### config.mk
export PLATFORM = sky130hd
export DESIGN_NAME = cp0_tlb_regs
export DESIGN_NICKNAME = d
export VERILOG_FILES = /design/src/rtl/cp0_tlb_regs.sv
export SDC_FILE = /design/constraint.sdc
export NUM_CORES = 1
export LEC_CHECK = 0
export BUFFER_PORTS_ARGS = -buffer_cell sky130_fd_sc_hd__buf_2
export CORE_ASPECT_RATIO = 2
export CORE_MARGIN = 3
export CORE_UTILIZATION = 37
export DETAILED_ROUTE_END_ITERATION = 16
export GPL_TIMING_DRIVEN = 0
export PLACE_DENSITY = 0.74
export SETUP_SLACK_MARGIN = 0.4
export SLEW_MARGIN = 20
export SYNTH_ARGS = -nofsm -noshare
export SYNTH_HDL_FRONTEND = slang
export SYNTH_SLANG_ARGS = --single-unit
### constraint.sdc
create_clock -name clk -period 2.5 [get_ports clk]
set_clock_uncertainty 0.2 [all_clocks]
set_input_delay 0.5 -clock clk [delete_from_list [all_inputs] [get_ports clk]]
set_output_delay 0.5 -clock clk [all_outputs]
set_load 0.05 [all_outputs]
### src/rtl/cp0_tlb_regs.sv
`default_nettype none
// ============================================================================
// Module   : cp0_tlb_regs
// Purpose  : Coprocessor-0 register file (Index, EntryLo, Context, EntryHi,
//            Status, Cause, EPC, Random) and TLB write sequencer. Consumes the
//            ID-stage mtc0/mfc0/exception/eret controls and issues registered
//            one-cycle write commands to the ITLB/DTLB for tlbwi/tlbwr.
// Ports    : clk, clrn (async active-low reset)
//            wpcir                         pipeline advance (gates mtc0 and tlbw*)
//            windex..wepc, wdata           mtc0 write enables and data
//            exce, itlb_exce, dtlb_exce    exception taken / cause flags
//            eret, cause_in, sepc, v_pc..pcw  exception and return controls
//            ivpn, dvpn                    faulting virtual page numbers
//            c0rn -> c0_rdata              mfc0 read mux (combinational)
//            sta, epc                      Status and EPC registers
//            tlbwi, tlbwr -> tlb_we/widx/wvpn/wpte  registered TLB write command
// Revision : 1.0 - initial release
// ============================================================================
module cp0_tlb_regs #(
  parameter int NENT = 8,
  parameter int IDXW = 3
) (
  input  logic            clk,
  input  logic            clrn,
  input  logic            wpcir,
  input  logic            windex,
  input  logic            wentlo,
  input  logic            wcontx,
  input  logic            wenthi,
  input  logic            wsta,
  input  logic            wcau,
  input  logic            wepc,
  input  logic [31:0]     wdata,
  input  logic            exce,
  input  logic            itlb_exce,
  input  logic            dtlb_exce,
  input  logic            eret,
  input  logic [31:0]     cause_in,
  input  logic [1:0]      sepc,
  input  logic [31:0]     v_pc,
  input  logic [31:0]     pcd,
  input  logic [31:0]     pcm,
  input  logic [31:0]     pcw,
  input  logic [19:0]     ivpn,
  input  logic [19:0]     dvpn,
  input  logic [1:0]      c0rn,
  input  logic            tlbwi,
  input  logic            tlbwr,
  output logic [31:0]     c0_rdata,
  output logic [31:0]     sta,
  output logic [31:0]     epc,
  output logic            tlb_we,
  output logic [IDXW-1:0] tlb_widx,
  output logic [19:0]     tlb_wvpn,
  output logic [23:0]     tlb_wpte
);

  localparam logic [IDXW-1:0] c_rand_top = IDXW'(NENT - 1);

  logic [31:0]     r_sta;
  logic [31:0]     r_cause;
  logic [31:0]     r_epc;
  logic [31:0]     r_context;
  logic [IDXW-1:0] r_index;
  logic [31:0]     r_entrylo;
  logic [31:0]     r_entryhi;
  logic [IDXW-1:0] r_random;
  logic            r_tlb_we;
  logic [IDXW-1:0] r_tlb_widx;
  logic [19:0]     r_tlb_wvpn;
  logic [23:0]     r_tlb_wpte;

  logic [19:0]     w_exc_vpn;
  logic [31:0]     w_epc_src;
  logic            w_tlb_go;
  logic            w_unused;

  // The ITLB fault wins when both TLBs fault in the same cycle.
  assign w_exc_vpn = itlb_exce ? ivpn : dvpn;

  always_comb begin
    w_epc_src = v_pc;
    case (sepc)
      2'b00:   w_epc_src = v_pc;
      2'b01:   w_epc_src = pcd;
      2'b10:   w_epc_src = pcm;
      default: w_epc_src = pcw;
    endcase
  end

  // A TLB write in the same cycle as an exception must not reach the TLB.
  assign w_tlb_go = (tlbwi | tlbwr) & wpcir & ~exce;

  // Status: exception pushes an 8-bit frame of zeros (masks TLB exceptions),
  // eret pops it back.
  always_ff @(posedge clk or negedge clrn) begin
    if (!clrn) begin
      r_sta <= 32'h0;
    end else if (exce) begin
      r_sta <= {r_sta[23:0], 8'h00};
    end else if (eret) begin
      r_sta <= {8'h00, r_sta[31:8]};
    end else if (wsta && wpcir) begin
      r_sta <= wdata;
    end
  end

  always_ff @(posedge clk or negedge clrn) begin
    if (!clrn) begin
      r_cause <= 32'h0;
      r_epc   <= 32'h0;
    end else begin
      if (exce) begin
        r_cause <= cause_in;
      end else if (wcau && wpcir) begin
        r_cause <= wdata;
      end
      if (exce) begin
        r_epc <= w_epc_src;
      end else if (wepc && wpcir) begin
        r_epc <= wdata;
      end
    end
  end

  // Context: software owns only the PTE base [31:22]; the bad VPN field is
  // hardware-written on exceptions and bits [1:0] stay zero.
  always_ff @(posedge clk or negedge clrn) begin
    if (!clrn) begin
      r_context <= 32'h0;
      r_entryhi <= 32'h0;
    end else begin
      if (exce) begin
        r_context[21:2] <= w_exc_vpn;
      end else if (wcontx && wpcir) begin
        r_context[31:22] <= wdata[31:22];
      end
      if (exce) begin
        r_entryhi[31:12] <= w_exc_vpn;
      end else if (wenthi && wpcir) begin
        r_entryhi <= wdata;
      end
    end
  end

  always_ff @(posedge clk or negedge clrn) begin
    if (!clrn) begin
      r_index   <= '0;
      r_entrylo <= 32'h0;
    end else begin
      if (windex && wpcir) begin
        r_index <= wdata[IDXW-1:0];
      end
      if (wentlo && wpcir) begin
        r_entrylo <= wdata;
      end
    end
  end

  // NENT is a power of two, so the natural binary wrap 0 -> all-ones is
  // exactly 0 -> NENT-1.
  always_ff @(posedge clk or negedge clrn) begin
    if (!clrn) begin
      r_random <= c_rand_top;
    end else begin
      r_random <= r_random - IDXW'(1);
    end
  end

  // TLB write command: strobe is a single-cycle pulse; data outputs hold
  // their last value between writes.
  always_ff @(posedge clk or negedge clrn) begin
    if (!clrn) begin
      r_tlb_we   <= 1'b0;
      r_tlb_widx <= '0;
      r_tlb_wvpn <= 20'h0;
      r_tlb_wpte <= 24'h0;
    end else begin
      r_tlb_we <= w_tlb_go;
      if (w_tlb_go) begin
        r_tlb_widx <= tlbwi ? r_index : r_random;
        r_tlb_wvpn <= r_entryhi[31:12];
        r_tlb_wpte <= r_entrylo[23:0];
      end
    end
  end

  always_comb begin
    c0_rdata = r_context;
    case (c0rn)
      2'b00:   c0_rdata = r_context;
      2'b01:   c0_rdata = r_sta;
      2'b10:   c0_rdata = r_cause;
      default: c0_rdata = r_epc;
    endcase
  end

  assign sta      = r_sta;
  assign epc      = r_epc;
  assign tlb_we   = r_tlb_we;
  assign tlb_widx = r_tlb_widx;
  assign tlb_wvpn = r_tlb_wvpn;
  assign tlb_wpte = r_tlb_wpte;

  // Fields held for software/hardware symmetry but never read out here.
  assign w_unused = ^{dtlb_exce, r_entryhi[11:0], r_entrylo[31:24]};

endmodule
`default_nettype wire

Word level (Yosys, flattened, before mapping)
Cells that the tools add are included.
{"block": "word_totals", "ff_bits": 236, "inputBits": 252, "out_inout_bits": 144, "elab_cells": 51}
{"block": "op_classes", "add_sub_neg": 1, "eq_ne": 4, "n_mux": 13, "bitwise": 4, "n_reduce_logical": 15}
{"cell": "$mux 32", "n": 8}
{"cell": "$pmux 32 s3", "n": 2}
{"cell": "$mux 20", "n": 2}
{"cell": "$logic_and 1x1->1", "n": 7}
{"cell": "$reduce_bool 2->1", "n": 3}
{"cell": "$eq 2x1->1 const B", "n": 2}
{"cell": "$eq 2x2->1 const B", "n": 2}
{"cell": "$logic_not 2->1", "n": 2}
{"cell": "$reduce_and 2->1", "n": 2}
{"cell": "$mux 3", "n": 1}
{"cell": "$reduce_bool 3->1", "n": 1}
{"cell": "$sub 3x1->3 const B", "n": 1}
{"cell": "$and 1x1->1", "n": 2}
{"cell": "$not 1->1", "n": 1}
{"cell": "$or 1x1->1", "n": 1}

Depth between registers and ports, before layout
Gate-level depths: netlist (run 1).
{"block": "depth", "word_depth": 4, "ltp_mapped": 6, "ltp_nobuf": 3}

Worst setup path before layout (run 1)
OpenSTA, ideal clock, no wires.
{"block": "synth_timing", "kind": "input port to output port", "from": "in c0rn[0]", "to": "out c0_rdata[10]", "arrival_ns": 1.645, "required_time_ns": 1.800, "path_slack_ns": 0.155, "path_stages": 3, "n_path_buf": 2, "path_cell_list": "buf_2 > buf_2 > mux4_2"}
{"block": "synth_between", "elab_chain_len": 2, "word_cells_on_any_way": 4, "cone_classes": "eq/ne: 2; mux: 1; reduce/logical: 1"}
{"item": "start: declaration", "line_no": "46", "source": "input logic [1:0] c0rn,"}
{"item": "$eq 2x2->1, or another cell as far along", "line_no": "190", "source": "case (c0rn)"}
{"item": "$pmux 32 s3 *", "line_no": "190"}
{"item": "end: declaration", "line_no": "49", "source": "output logic [31:0] c0_rdata,"}
Every way passes the cells marked *; elsewhere a longest branch is shown, timed or not.

Worst setup path in the final report (run 1)
{"block": "layout_timing", "from": "reg r_sta[21] (netlist: sta[21])", "to": "out c0_rdata[21]"}
{"block": "layout_between", "elab_chain_len": 1}
{"item": "start: declaration", "line_no": "60", "source": "logic [31:0] r_sta;"}
{"item": "start signal: assignment", "line_no": "100", "source": "r_sta <= {r_sta[23:0], 8'h00};"}
{"item": "start signal: assignment", "line_no": "102", "source": "r_sta <= {8'h00, r_sta[31:8]};"}
{"item": "start signal: assignment", "line_no": "104", "source": "r_sta <= wdata;"}
{"item": "$pmux 32 s3", "line_no": "190"}
No other way between the ends.

==> reports/results.tsv, run 1 <==
metric	value	unit
final-max-slew-violation-count	0	
viasPerCell	5.68	
areaGrowthSynthToFinish	37.0	%
share_of_the_cycle_needed_by_the_critical_path_after_routing	0.967	
wl	50.7	mm
tritoncts	built	
use_met3	0.0449	
fin_setup_tns	0	ns
startpoint_type	flop	
worst_setup_path_endpoint	c0_rdata[21]	
async_flop_share	1.00	
worstPathCellList	mux4_2 > buf_6	
placeableCoreArea	30400	µm²
min_period	2.42	ns
die_y	255	µm
detail_route.iter0.violations	690	
timing.reg2reg.setup_slack	0.99	ns
boundaryPins	396	
fraction_of_layout_instances_using_a_drive_strength_above_1	0.511	
post_drt_wl_per_cell	28.0	µm
post_synth_inst_count	939	
rows	90	
dp_cells	1697	
setup.worst_path.end_class	output port	
fmax	414	MHz
grt-busiest-layer	met2	
synth_area	11500	µm²
ys_seq_elements	224	
most_common_cell_in_the_synthesized_netlist	sky130_fd_sc_hd__dfrtp_1	
cts.sink_count	224	
setup_viol	0	
critPathSlowestCell	sky130_fd_sc_hd__mux4_2	
ys.warnings.count	2	
count_of_non_filler_cells_in_the_finished_layout	1809	
latest_clock_arrival_within_the_worst_skew_pair	0.53	ns
detailedRoute.firstPassIterationCount	7	
synthTopCellsByCount	221 x sky130_fd_sc_hd__dfrtp_1, 140 x sky130_fd_sc_hd__mux2i_1, 116 x sky130_fd_sc_hd__mux2_2	
grt.total_usage	0.296	
clk_path_buf_depth	3	
finalNetCount	1677	
cellLeakagePower	7.77	nW
synth_top_cells_by_area	sky130_fd_sc_hd__dfrtp_1 48%, sky130_fd_sc_hd__mux2i_1 12%, sky130_fd_sc_hd__mux2_2 11%, sky130_fd_sc_hd__mux4_2 5.9%, sky130_fd_sc_hd__nand2_1 3.3%	
final-hold-violation-count	0	
slew_headroom	0.559	
critical_path_peak_fanout	2	
die_area	33400	µm²
fillers	2689	
worst_setup_path_start	sta[21]$_DFFE_PN0P_	
p_total	0.0128	W
required	1.80	ns
critical_path.max_stage_delay	0.52	ns
outcome	completed	
ant_nets	0	
die_width	131	µm
numPortBuffers	388	
r2r_start	sta[18]$_DFFE_PN0P_	
yosysTopAreaCell	sky130_fd_sc_hd__dfrtp_1	
met2_usage	0.512	
timing_worst_slew_pin_value	0.661	ns
via_count_of_the_first_global_routing_pass	10800	
groute.layer.met1.usage	0.328	
via_count	10300	
cellPowerDensity	810	nW/µm²
critical_path.reg2reg.endpoint	sta[10]$_DFFE_PN0P_	
ctsRootBufferMaster	sky130_fd_sc_hd__clkbuf_16	
synth_sequential_area_ratio	0.488	
start_util	0.378	
synth_top_flop_cell	sky130_fd_sc_hd__dfrtp_1	
synth.top_cell.area_share	0.481	
synth_cell_type_count	31	
drt_drc_violations_left	0	
gp_congestion	0.923	
drv.max_cap_violation_count	0	
cts-htree-levels	1	
syn_area_per_cell	12.2	µm²
gr-total-overflow	0	
rr_worst_depth	4	
synth_edf_count	0	
syn_nets	1192	
hold_path.class	in2reg	
critical_path_class	reg2out	
grt_setup_unrepaired	yes	
grt_start_max_net_pins	92	
place.detailed.hpwl	38.8	mm
grt_antenna_before_repair	2	
path_clk_slew	0.07	ns
max-vdd-ir-drop	0.000607	V
timing.critical_path.arrival	1.72	ns
grt_first_pass_wirelength	71.2	mm
total_clock_buffers_created_by_cts	21	
[cells in the final DEF, fill, tap and decap left out, types with 7 or more instances in the layout]
master	netlist	routed
sky130_fd_sc_hd__clkbuf_16	0	22
sky130_fd_sc_hd__clkbuf_1	14	16
sky130_fd_sc_hd__mux2_2	116	114
sky130_fd_sc_hd__dfrtp_1	221	198
sky130_fd_sc_hd__o21ai_0	58	58
sky130_fd_sc_hd__o31ai_1	8	8
sky130_fd_sc_hd__buf_2	51	387
sky130_fd_sc_hd__nand2_1	102	102
sky130_fd_sc_hd__o221ai_1	32	32
sky130_fd_sc_hd__mux2i_1	140	140
sky130_fd_sc_hd__nor3b_1	7	7
sky130_fd_sc_hd__a21oi_1	47	47
sky130_fd_sc_hd__dfrtp_2	0	23
sky130_fd_sc_hd__dlygate4sd3_1	0	22
sky130_fd_sc_hd__clkbuf_8	0	7
sky130_fd_sc_hd__and3_1	20	20
sky130_fd_sc_hd__mux2_4	19	21
sky130_fd_sc_hd__mux4_2	30	30
sky130_fd_sc_hd__buf_4	10	66
sky130_fd_sc_hd__a211oi_1	20	20
sky130_fd_sc_hd__nor2_1	22	22
sky130_fd_sc_hd__buf_6	1	36
[state kept, by name, indices dropped and copies added, names as in the netlist, 20 cells and up]
| register | count |
|---|---|
| r_context | 30 |
| r_entrylo | 24 |
| epc | 32 |
| r_entryhi | 20 |
| tlb_wpte | 24 |
| sta | 32 |
| tlb_wvpn | 20 |
| r_cause | 32 |
[how the worst min path moves through the flow]
stage / startpoint / end / slack (ns) / cells past startpoint
after detailed placement: clrn / tlb_widx[0]$_DFFE_PN0P_ / 0.26 / 1
after floorplan: clrn / epc[0]$_DFFE_PN0P_ / 0.004 / 0
after global routing: cause_in[9] / r_cause[9]$_DFFE_PN0P_ / 0.02 / 3
after global placement: r_random[0]$_DFF_PN1_ / r_random[0]$_DFF_PN1_ / 0.25 / 1
after CTS: cause_in[9] / r_cause[9]$_DFFE_PN0P_ / 0.0009 / 3
final: cause_in[29] / r_cause[29]$_DFFE_PN0P_ / 0.003 / 3
[through the flow]
stage / worst slack, ns / hold slack (ns) / cell area [µm²] / util
detailed placement: 0.104 / 0.264 / 14000 / 0.462
finish: 0.0817 / 0.00337 / 15800 / 0.518
CTS: 0.0983 / 0.000889 / 15700 / 0.515
floorplan: 0.404 / 0.00441 / 11600 / -
global placement: -3.15 / 0.252 / 14000 / 0.459
global route: 0.0735 / 0.0180 / 15800 / 0.518
[metal layers]
metal	vias to the layer above	wire, µm
met4	0	4260
met5	-	0
met2	535	26200
li1	4433	-
met1	5136	17200
met3	176	2990
[critical path, delay by kind of cell (launching register included)]
kind     cells  cell delay [ns]
flops        1             0.48
buf+inv      1             0.18
mux          1             0.52
[layout make-up]
class,instances,area [µm²],share of cell area
sequential,224,5640,0.358
inverter,3,11.3,0.000715
tap,368,460,0.0292
timing repair buffer,462,2870,0.182
buffer,79,513,0.0326
multi-input combinational,633,5460,0.346
clock inverter,8,173,0.0110
antenna,2,5.00,0.000318
clock buffer,30,629,0.0399
[kinds of logic after synthesis]
group | Yosys count | synth area share
muxes | 305 | 0.319
DFF | 224 | 0.488
AOI/OAI and AO/OA | 169 | 0.0923
and+or+nand+nor | 157 | 0.0599
buffers and inverters | 82 | 0.0391
xor gates and xnor gates | 1 | 0.000762
adders and majority gates | 1 | 0.00109
[what timing repair did]
item,CTS,global route
endpoints found under the hold margin,76,0
hold buffers,22,0
setup buffers,43,6
cloned,0,1
endpoints found under the setup margin,43,87
pin swaps,1,0
gates resized for setup,103,8
[report_power, final]
group          switching, W  internal [W]  leakage (nW)
sequential         0.000405       0.00418          2.64
combinational       0.00285       0.00151          4.73
clock               0.00153       0.00228         0.395
No activity file was read; power rests on OpenSTA's default activity.
==> run 2, diff against run 1 <==
--- a/config.mk
+++ b/config.mk
@@ -5,7 +5,9 @@
 export SDC_FILE = /design/constraint.sdc
 export NUM_CORES = 1
 export LEC_CHECK = 0
+export ABC_AREA = 1
 export BUFFER_PORTS_ARGS = -buffer_cell sky130_fd_sc_hd__buf_2
+export CAP_MARGIN = 20
 export CORE_ASPECT_RATIO = 2
 export CORE_MARGIN = 3
 export CORE_UTILIZATION = 37
==> reports/results.tsv, run 2 <==
metric	value	unit	change
hold_path.class	in2reg		
final-max-slew-violation-count	0		unchanged
clk_path_buf_depth	3		unchanged
critical_path.reg2reg.endpoint	sta[18]$_DFFE_PN0P_		
setup.worst_path.end_class	output port		
fillers	2861		+6.4%
rr_worst_depth	3		-1
critical_path_peak_fanout	2		unchanged
multi_input_area	5520	µm²	+1.1%
timing_worst_slew_pin_value	0.770	ns	+0.109 ns
via_count	12600		+23%
max-vdd-ir-drop	0.000496	V	-18%
worstPathCellList	nand2_1 > nand4_1 > buf_6		
synth_top_flop_cell	sky130_fd_sc_hd__dfrtp_1		
wl	54.3	mm	+7.0%
rows	89		-1.1%
p_total	0.0117	W	-8.6%
setup_viol	0		unchanged
layout.cells.most_common_list	455 x sky130_fd_sc_hd__nand2_1, 404 x sky130_fd_sc_hd__buf_2, 213 x sky130_fd_sc_hd__nor2_1		
die_y	253	µm	-1.0%
latest_clock_arrival_within_the_worst_skew_pair	0.53	ns	about the same
path_clk_slew	0.07	ns	about the same
placeableCoreArea	29700	µm²	-2.2%
gp_congestion	0.995		+7.9%
via_count_of_the_first_global_routing_pass	12800		+19%
grt_first_pass_wirelength	76.9	mm	+7.9%
drv.max_cap_violation_count	0		unchanged
ctsRootBufferMaster	sky130_fd_sc_hd__clkbuf_16		
most_common_cell_in_the_synthesized_netlist	sky130_fd_sc_hd__nand2_1		
detailedRoute.firstPassIterationCount	6		-1
grt_antenna_before_repair	4		+2
fin_setup_tns	0	ns	unchanged
grt.total_usage	0.317		+0.0206
min_delay_worst_endpoint	r_context[10]$_DFFE_PN0P_		
die_width	129	µm	-0.98%
gr-total-overflow	0		unchanged
detail_route.iter0.violations	787		+14%
fmax	428	MHz	+3.4%
grt_setup_unrepaired	yes		
ys.warnings.count	2		unchanged
fraction_of_layout_instances_using_a_drive_strength_above_1	0.346		-0.165
cellPowerDensity	725	nW/µm²	-11%
synth_edf_count	0		unchanged
yosysTopAreaCell	sky130_fd_sc_hd__dfrtp_1		
share_of_the_cycle_needed_by_the_critical_path_after_routing	0.935		-0.0322
die_area	32700	µm²	-2.0%
synthTopCellsByCount	507 x sky130_fd_sc_hd__nand2_1, 221 x sky130_fd_sc_hd__dfrtp_1, 214 x sky130_fd_sc_hd__nor2_1		
synth_top_cells_by_area	sky130_fd_sc_hd__dfrtp_1 49%, sky130_fd_sc_hd__nand2_1 17%, sky130_fd_sc_hd__nor2_1 7.1%, sky130_fd_sc_hd__o21ai_0 4.3%, sky130_fd_sc_hd__nand3_1 3.8%		
outcome	completed		
post_drt_wl_per_cell	22.9	µm	-18%
final-hold-violation-count	0		unchanged
drt_drc_violations_left	0		unchanged
cellLeakagePower	8.31	nW	+7.0%
cts-htree-levels	1		unchanged
cts.sink_count	224		unchanged
startpoint_type	flop		
mostFrequentLayoutCell	sky130_fd_sc_hd__nand2_1		
numPortBuffers	390		+0.52%
min_period	2.34	ns	-0.0806 ns
start_util	0.379		+0.000592
critPathSlowestCell	sky130_fd_sc_hd__dfrtp_2		
tritoncts	built		
ys_seq_elements	224		unchanged
r2r_start	sta[10]$_DFFE_PN0P_		
slew_headroom	0.485		-0.0743
finalNetCount	2246		+34%
place.detailed.hpwl	42.8	mm	+10%
critical_path.max_stage_delay	0.45	ns	-0.07 ns
min-delay-start	ivpn[8]		
ant_nets	0		unchanged
post_synth_inst_count	1518		+62%
syn_nets	1771		+49%
critical_path_class	reg2out		
boundaryPins	396		unchanged
areaGrowthSynthToFinish	42.9	%	
viasPerCell	5.33		-6.3%
total_clock_buffers_created_by_cts	21		unchanged
synth_area	11300	µm²	-2.1%
timing.critical_path.arrival	1.64	ns	-0.08 ns
grt_start_max_net_pins	101		+9.8%
cp.depth	3		+1
synth_sequential_area_ratio	0.498		+0.0102
timing.reg2reg.setup_slack	1.16	ns	+0.17 ns
crit_buf_inv	1		unchanged
synth.top_cell.area_share	0.491		+0.0101
hold-path-cell-count	3		unchanged
critical_path.top_delay_family	flip-flops		
final_util	0.541		+0.0228
storage_cell_area	5630	µm²	-0.11%
required	1.80	ns	about the same
synth_cell_type_count	25		-19%
syn_area_per_cell	7.42	µm²	-39%
async_flop_share	1.00		unchanged
==> run 2: changes by cell type after synthesis, sizes merged, moves of 85 or more <==
cell	previous run	this run
nor2	22	216
mux2i	140	0
nand3	0	85
mux2	135	0
nand2	104	509
o21ai	58	175
==> run 2: worst max path at each step <==
stage | start | slack (ns) | end
2_1_floorplan | sta[8]$_DFFE_PN0P_ | 0.17 | c0_rdata[8]
4_1_cts | r_context[10]$_DFFE_PN0P_ | 0.14 | c0_rdata[10]
5_1_grt | r_context[10]$_DFFE_PN0P_ | 0.15 | c0_rdata[10]
3_5_place_dp | c0rn[1] | -0.33 | c0_rdata[8]
3_3_place_gp | clrn | -3.58 | sta[1]$_DFFE_PN0P_
6_report | sta[10]$_DFFE_PN0P_ | 0.16 | c0_rdata[10]
==> run 2: area by class of cell <==
class	count	area share
Timing Repair Buffer	452	0.177
Inverter	81	0.0206
Antenna cell	4	0.000622
Buffer	99	0.0411
Sequential cell	224	0.350
Clock buffer	28	0.0355
Multi-Input combinational cell	1114	0.343
Clock inverter	7	0.00412
Tap cell	364	0.0283
==> run 2: worst reg2reg max path: cells and delay by family, from the launching register on <==
| family | cells | cell delay, ns |
|---|---|---|
| flip-flops | 1 | 0.45 |
| AO/OA/AOI/OAI | 2 | 0.40 |
| buffers and inverters | 1 | 0.18 |
==> run 2: where the power goes <==
| part | switching [W] | leakage [nW] | internal, W | total [W] |
|---|---|---|---|---|
| Clock | 0.00148 | 0.314 | 0.00171 | 0.00319 |
| Sequential | 0.000386 | 2.72 | 0.00411 | 0.00450 |
| Combinational | 0.00278 | 5.28 | 0.00119 | 0.00397 |
| Total | 0.00464 | 8.31 | 0.00701 | 0.0117 |
==> run 2: metrics by stage <==
step / worst slack (ns) / instance area, µm² / hold slack (ns) / instances
5_1_grt: 0.147 / 16100 / 0.0400 / 2373
2_1_floorplan: 0.173 / 11400 / 0.00441 / 1518
4_1_cts: 0.135 / 15500 / 0.0228 / 2348
6_report: 0.162 / 16100 / 0.0288 / 2373
3_3_place_gp: -3.58 / 13800 / 0.249 / 2272
3_5_place_dp: -0.325 / 13800 / 0.177 / 2274
==> run 2: cells by family after synthesis <==
kind of cell | share of synthesized area
AO/OA/AOI/OAI | 0.146
XOR/XNOR | 0.000778
buffers and inverters | 0.0711
adder cells (fa/ha/maj) | 0.00111
AND/OR/NAND/NOR | 0.282
flip-flops | 0.498
==> run 2: metal layers <==
layer  vias up  GRT usage  share of wire
li1       5872          -              -
met1      5882      0.305           0.31
met2       664      0.586           0.53
met3       223     0.0512          0.069
met4         0      0.237          0.098
met5         -          0              0
==> run 2: what timing repair did <==
item,CTS,global route
resized for setup,199,96
endpoints found under the setup margin,33,48
buffers inserted,35,17
hold buffers,1,0
endpoints found under the hold margin,31,0
pin swaps,29,30
cloned,3,4
